`config.mk`:
```
export PLATFORM = sky130hd
export DESIGN_NAME = fetch_buffer
export DESIGN_NICKNAME = d
export VERILOG_FILES = /design/src/rtl/fetch_buffer_pkg.sv /design/src/rtl/fetch_buffer_dff.sv /design/src/rtl/fetch_buffer.sv
export SDC_FILE = /design/constraint.sdc
export NUM_CORES = 1
export LEC_CHECK = 0
export CORE_MARGIN = 4
export CORE_UTILIZATION = 47
export CTS_CLUSTER_SIZE = 24
export DETAILED_ROUTE_END_ITERATION = 12
export MAX_ROUTING_LAYER = met4
export PLACE_DENSITY = 0.79
export SLEW_MARGIN = 15
export SYNTH_ARGS = -nofsm -noshare
export SYNTH_HDL_FRONTEND = slang
export SYNTH_HIERARCHICAL = 1
export SYNTH_SLANG_ARGS = --single-unit
export TNS_END_PERCENT = 30
```
`constraint.sdc`:
```
create_clock -name clk -period 7 [get_ports clk]
set_input_delay 1.05 -clock clk [delete_from_list [all_inputs] [get_ports clk]]
set_output_delay 1.05 -clock clk [all_outputs]
set_load 0.02 [all_outputs]
```
`src/rtl/fetch_buffer_pkg.sv`:
```
// Shared core constants and the queue entry layout used by the fetch buffer.
package fetch_buffer_pkg;

    localparam int XLEN = 32;
    localparam logic [XLEN-1:0] INSTR_NOP = 32'h0000_0000;

    typedef struct packed {
        logic [XLEN-1:0] pc;
        logic [XLEN-1:0] instr;
    } fb_entry_t;

endpackage

```
`src/rtl/fetch_buffer_dff.sv`:
```
// Generic register cell: clocked on the rising edge, asynchronously cleared to zero.
module dff #(
    parameter int WIDTH = 1
) (
    input  logic             clk,
    input  logic             reset,
    input  logic [WIDTH-1:0] d,
    output logic [WIDTH-1:0] q
);

    // State register with asynchronous clear
    always_ff @(posedge clk or posedge reset) begin
        if (reset) begin
            q <= {WIDTH{1'b0}};
        end else begin
            q <= d;
        end
    end

endmodule

```
`src/rtl/fetch_buffer.sv`:
```
// Show-ahead instruction queue between fetch and decode; a flush discards all wrong-path entries.
import fetch_buffer_pkg::*;

module fetch_buffer #(
    parameter  int DEPTH = 4,
    localparam int PTRW  = $clog2(DEPTH)
) (
    input  logic            clk,
    input  logic            reset,
    input  logic            FetchValid_IF,
    input  logic [31:0]     FetchData_IF,
    input  logic [31:0]     FetchPc_IF,
    input  logic            Stall_ID,
    input  logic            Flush,
    output logic            FetchStall_IF,
    output logic            InstrValid_ID,
    output logic [31:0]     Instr_ID,
    output logic [31:0]     Pc_ID,
    output logic [PTRW:0]   Count
);

    localparam logic [PTRW:0] DEPTH_CNT = (PTRW+1)'(DEPTH);

    logic [PTRW-1:0] wptr_r;
    logic [PTRW-1:0] rptr_r;
    logic [PTRW:0]   count_r;
    logic [PTRW-1:0] wptr_nxt_s;
    logic [PTRW-1:0] rptr_nxt_s;
    logic [PTRW:0]   count_nxt_s;
    logic            full_s;
    logic            empty_s;
    logic            push_s;
    logic            pop_s;
    fb_entry_t       head_s;
    fb_entry_t       mem_r [DEPTH];

    // Full is judged on the registered count, so a pop cannot free a slot for the same cycle's push
    assign full_s  = (count_r == DEPTH_CNT);
    assign empty_s = (count_r == {(PTRW+1){1'b0}});
    assign push_s  = FetchValid_IF & ~full_s & ~Flush;
    assign pop_s   = ~empty_s & ~Stall_ID & ~Flush;

    // Next pointer and occupancy; flush overrides any concurrent push/pop
    always_comb begin
        wptr_nxt_s  = wptr_r;
        rptr_nxt_s  = rptr_r;
        count_nxt_s = count_r;
        if (Flush) begin
            wptr_nxt_s  = {PTRW{1'b0}};
            rptr_nxt_s  = {PTRW{1'b0}};
            count_nxt_s = {(PTRW+1){1'b0}};
        end else begin
            if (push_s) begin
                wptr_nxt_s = wptr_r + PTRW'(1);
            end else begin
                wptr_nxt_s = wptr_r;
            end
            if (pop_s) begin
                rptr_nxt_s = rptr_r + PTRW'(1);
            end else begin
                rptr_nxt_s = rptr_r;
            end
            case ({push_s, pop_s})
                2'b10:   count_nxt_s = count_r + (PTRW+1)'(1);
                2'b01:   count_nxt_s = count_r - (PTRW+1)'(1);
                default: count_nxt_s = count_r;
            endcase
        end
    end

    dff #(.WIDTH(PTRW))   u_wptr  (.clk(clk), .reset(reset), .d(wptr_nxt_s),  .q(wptr_r));
    dff #(.WIDTH(PTRW))   u_rptr  (.clk(clk), .reset(reset), .d(rptr_nxt_s),  .q(rptr_r));
    dff #(.WIDTH(PTRW+1)) u_count (.clk(clk), .reset(reset), .d(count_nxt_s), .q(count_r));

    // Entry storage; not reset because empty entries are never presented
    always_ff @(posedge clk) begin
        if (push_s) begin
            mem_r[wptr_r] <= '{pc: FetchPc_IF, instr: FetchData_IF};
        end
    end

    assign head_s        = mem_r[rptr_r];
    assign FetchStall_IF = full_s;
    assign InstrValid_ID = ~empty_s;
    assign Instr_ID      = empty_s ? INSTR_NOP : head_s.instr;
    assign Pc_ID         = empty_s ? 32'h0000_0000 : head_s.pc;
    assign Count         = count_r;

endmodule

```
# --- Word level (Yosys, flattened, before mapping) ---
# Memory sizes are Yosys's and may differ from the RTL's.
# Index checks and enable logic that the tools add are counted.
word_totals:
  out_inout_bits: 69
  elab_cells: 33
  mem_count: 1
  mem_bits_rw: 256
  inputBits: 69
  ff_bits: 7
op_classes:
  eq_ne: 3
  n_bitwise: 8
  n_mux: 10
  n_addsub: 4
  reduce_logical: 4
memory_table:
  columns: ["memory", "depth", "width", "rd", "rd_ports_with_merged_regs", "wr", "line_no", "source"]
  rows:
  - ["mem_r", 4, 64, 1, 0, 1, "fetch_buffer.sv:35", "fb_entry_t mem_r [DEPTH];"]
op_table:
  columns: ["op", "n"]
  rows:
  - ["32-bit two-way mux", 2]
  - ["2-bit two-way mux", 4]
  - ["3-bit case mux with 2 select lines", 1]
  - ["2-bit by 1-bit adder with 2-bit output (second input constant)", 2]
  - ["1-bit AND", 4]
  - ["1-bit NOT", 4]
  - ["2-bit nonzero test", 2]
  - ["3-bit by 1-bit adder with 3-bit output (second input constant)", 1]
  - ["3-bit equality test (second input constant)", 1]
  - ["3-bit zero test", 1]
  - ["3-bit two-way mux", 1]
  - ["3-bit nonzero test", 1]
  - ["3-bit by 1-bit subtractor with 3-bit output (second input constant)", 1]
  - ["2-bit by 1-bit equality test with 1-bit output (second input constant)", 1]
  - ["2-bit equality test (second input constant)", 1]
  - ["1-bit two-way mux", 2]

# --- Longest topological paths before layout ---
depth:
  ltp_word: 7
  ltp_mapped: 8
  depth_no_buf: 8

# --- Modules after synthesis ---
# The synthesis kept the hierarchy.
modules_own_cells:
  columns: ["module", "area_each_um2", "n_inst", "cells_each", "seq_area_each_um2"]
  rows:
  - ["fetch_buffer", 9973.3, 1, 448, 7687.4]
  - ["dff at u_rptr ...", 53.8, 2, 3, 50.0]
  - ["dff at u_count", 78.8, 1, 4, 75.1]

# --- Worst setup path before layout ---
# OpenSTA, ideal clock, no wires.
synth_timing:
  kind: "in2reg"
  from: "input port Flush"
  to: "memory mem_r[0][0] (netlist name), enable pin"
  path_stages: 3
  path_buffers: 1
  arrival_ps: 3107
  setup_ps: 429
  t_required_ps: 6571
  path_slack_ps: 3465
  path_cell_list: "clkbuf_1 nor3_1 and2_1"
synth_between:
  elab_chain_cells: 4
synth_lines:
  columns: ["element", "line_no", "source"]
  rows:
  - ["start: declaration", "fetch_buffer.sv:14", "input logic Flush,"]
  - ["1-bit NOT", "fetch_buffer.sv:40", "assign push_s = FetchValid_IF & ~full_s & ~Flush;"]
  - ["1-bit AND", "fetch_buffer.sv:40", null]
  - ["1-bit two-way mux", "fetch_buffer.sv:77", "if (push_s) begin"]
  - ["1-bit two-way mux (not written as such)", "fetch_buffer.sv:78", "mem_r[wptr_r] <= '{pc: FetchPc_IF, instr: FetchData_IF};"]
  - ["end: declaration", "fetch_buffer.sv:35", null]
# Every way passes these cells.

# --- Final worst setup path ---
layout_timing:
  from: "register u_rptr.q[0]"
  to: "output port Pc_ID[1]"
layout_between:
  elab_chain_cells: 2
layout_lines:
  columns: ["element", "line_no", "source"]
  rows:
  - ["start: declaration", "fetch_buffer_dff.sv:8", "output logic [WIDTH-1:0] q"]
  - ["start signal: assignment", "fetch_buffer_dff.sv:14", "q <= {WIDTH{1'b0}};"]
  - ["memory read 4 x 64 bit", null, null]
  - ["32-bit two-way mux", "fetch_buffer.sv:86", "assign Pc_ID = empty_s ? 32'h0000_0000 : head_s.pc;"]
  - ["end: declaration", "fetch_buffer.sv:18", "output logic [31:0] Pc_ID,"]
# Every way passes these cells.

==> results.json <==
{
  "hold_viol": 0,
  "cts_max_level": 1,
  "vias": 4753,
  "synth.cell_area_mm2": 0.0102,
  "worst_ir_drop_vdd_mv": 0.199,
  "leakagePower_nw": 4.00,
  "p_seq_share_pct": 49.3,
  "synth_nets": 533,
  "synth_warnings": 6,
  "clock_path_buffers": 3,
  "rsz0062_at_grt": "false",
  "syn_area_per_cell_um2": 22.2,
  "drive_above_1_share_pct": 17.4,
  "detailed_place_hpwl_um": 10500,
  "relSlewSlack_pct": 31.5,
  "status": "complete, no violations",
  "antenna_found_initial": 0,
  "gp_congestion": 0.670,
  "core-area_mm2": 0.0212,
  "fmax_mhz": 226,
  "clock_skew_ns": 0.00626,
  "cts_tree": "built",
  "grt_pass1_vias": 5265,
  "grt_use_total_pct": 15.8,
  "crit_type": "flop to primary output",
  "cts_buffers": 26,
  "p_switching_mw": 0.812,
  "combPwrFrac_pct": 14.1,
  "diodes": 0,
  "period_share_pct": 63.2,
  "final_area_mm2": 0.0126,
  "clkLatencyLatePin_ns": 0.50,
  "die_area_mm2": 0.0240,
  "grt_pass1_wl_um": 28900,
  "slew_violations": 0,
  "initial_core_util_pct": 48.0,
  "drc": 0,
  "tns_ns": 0,
  "clockPowerShare_pct": 36.6,
  "hp-class": "flop to flop",
  "drt-pass1-iter-count": 5,
  "ctsResizeCount": 0,
  "fin_cells": 895,
  "hold_buffers": 0,
  "reg2reg_setup_slack_ns": 4.48,
  "tightest_slew_ns": 1.03,
  "grt_max_degree": 67,
  "drt_iter0_markers": 250,
  "area_delta_synth_final_pct": 23.8,
  "io_pins": 138,
  "crit_path_max_fanout": 38,
  "end_kind": "primary output",
  "setup_viol": 0,
  "nets": 676,
  "clock-sinks": 263,
  "die_y_um": 155,
  "critPathArrivalTime_ns": 3.38,
  "synth_cell_types": 24,
  "p_int_mw": 2.85,
  "dp.cells": 848,
  "worstSetupStartpointType": "flop",
  "rows": 53,
  "ant_nets": 0,
  "power-per-cell-area_mw_per_mm2": 291,
  "grt-ovfl-total": 0,
  "wl_per_cell_um": 20.5,
  "ys_ff_latch": 263,
  "syn_inst": 458,
  "route.detailed.vias_per_inst": 5.31,
  "worstPathRequired_ns": 5.95,
  "clk_pin_slew_ns": 0.06,
  "post-cts-setup-buffers": 0,
  "cts-root-buf": "clkbuf_16",
  "wirelength_um": 18400,
  "port_buffers": 137,
  "max_cap_violations": 0,
  "swShare_pct": 22.2,
  "period_minus_slack_ns": 4.43,
  "place_area_mm2": 0.0117,
  "die_w_um": 155,
  "yosysSeqAreaShare_pct": 77.4
}
-- layout by cell type (no fill, tap or decap) --
master / synthesis / routed
a21oi_1: 4 / 4
and2_1: 68 / 64
and2_4: 0 / 4
buf_4: 3 / 1
bufinv_16: 0 / 3
clkbuf_1: 10 / 5
clkbuf_16: 0 / 27
clkdlybuf4s50_1: 0 / 137
clkinv_1: 0 / 7
clkinv_2: 0 / 4
clkinvlp_4: 0 / 1
dfrtp_1: 7 / 5
dfrtp_4: 0 / 2
edfxtp_1: 256 / 256
fa_1: 1 / 1
ha_1: 5 / 5
inv_1: 8 / 7
inv_2: 0 / 1
mux2i_1: 2 / 2
mux4_2: 64 / 64
nand2b_1: 3 / 3
nor2_1: 3 / 3
nor3_1: 2 / 2
nor3_2: 1 / 1
nor3b_1: 1 / 1
o21ai_0: 4 / 4
or3_1: 4 / 4
xnor2_1: 1 / 1
xor2_1: 1 / 1
-- power by group through the flow --
stage | sequential (mW) | combinational [mW] | clock, mW
2_1_floorplan | 1.82 | 0.312 | 0
3_3_place_gp | 1.84 | 0.517 | 0
3_5_place_dp | 1.84 | 0.525 | 0
4_1_cts | 1.81 | 0.528 | 1.37
5_1_grt | 1.81 | 0.553 | 1.45
6_report | 1.81 | 0.516 | 1.34
-- metrics by stage --
stage | hold slack, ns | utilization [%] | setup slack, ns | total power, mW
global placement | 0.568 | 55.5 | 3.02 | 2.35
floorplan | 0.555 | - | 3.46 | 2.13
CTS | 0.603 | 59.5 | 2.42 | 3.71
detailed placement | 0.590 | 55.5 | 2.97 | 2.37
global route | 0.645 | 59.5 | 2.27 | 3.81
finish | 0.603 | 59.5 | 2.57 | 3.66
-- final timing paths --
path                              start           end  cells after the start
min in group asynchronous         reset   u_rptr/q[0]                      2
max in group asynchronous         reset  u_count/q[2]                      2
min reg2reg                 u_wptr/q[1]   u_wptr/q[1]                      2
min                         u_wptr/q[1]   u_wptr/q[1]                      2
max reg2reg                u_count/q[2]  u_count/q[2]                      8
max                         u_rptr/q[0]      Pc_ID[1]                      4
-- critical path: stages, from the launching register on --
cell	delay [ns]
dfrtp_4	0.80
buf_4	0.69
mux4_2	0.59
and2_1	0.20
clkdlybuf4s50_1	0.55
-- registers in the layout, summed over array words and instances (netlist names) --
register   cells
u_wptr/q       2
u_count/q      3
u_rptr/q       2
mem_r        256
-- synthesized netlist by cell type --
master / instances / area share [%]
buf_4: 3 / 0.22
ha_1: 5 / 0.62
buf_12: 1 / 0.20
buf_2: 5 / 0.25
clkbuf_1: 10 / 0.37
nor3_2: 1 / 0.099
xor2_1: 1 / 0.086
buf_8: 2 / 0.30
mux2i_1: 2 / 0.20
mux4_2: 64 / 14
inv_1: 8 / 0.30
dfrtp_1: 7 / 1.7
and2_1: 68 / 4.2
edfxtp_1: 256 / 76
nor3_1: 2 / 0.099
xnor2_1: 1 / 0.086
or3_1: 4 / 0.25
buf_6: 2 / 0.22
a21oi_1: 4 / 0.20
o21ai_0: 4 / 0.20
nor3b_1: 1 / 0.074
nor2_1: 3 / 0.11
fa_1: 1 / 0.20
nand2b_1: 3 / 0.18
-- final cells by class --
class	count	area, µm²
Timing Repair Buffer	138	1380
Clock inverter	15	144
Clock buffer	32	694
Inverter	8	30.0
Tap cell	275	344
Multi-Input combinational cell	164	2120
Fill cell	1516	8570
Sequential cell	263	7870
-- logic make-up (layout without fill, tap and decap cells) --
group	count (synthesis)	in the layout	synth area share, %
AND/OR/NAND/NOR	82	82	5.00
multiplexers	66	66	14.4
AO/OA/AOI/OAI	8	8	0.394
adder cells (fa/ha/maj)	6	6	0.813
buffers and inverters	31	193	1.85
flip-flops	263	263	77.4
XOR/XNOR	2	2	0.172
-- routing by layer --
metal	track usage (%)	share of wire, %	routed length, µm
met2	26.3	52	9480
met4	2.99	1.2	214
met5	-	0	0
met3	3.20	7.0	1280
met1	20.7	40	7390
No activity file was read; power rests on OpenSTA's default activity.
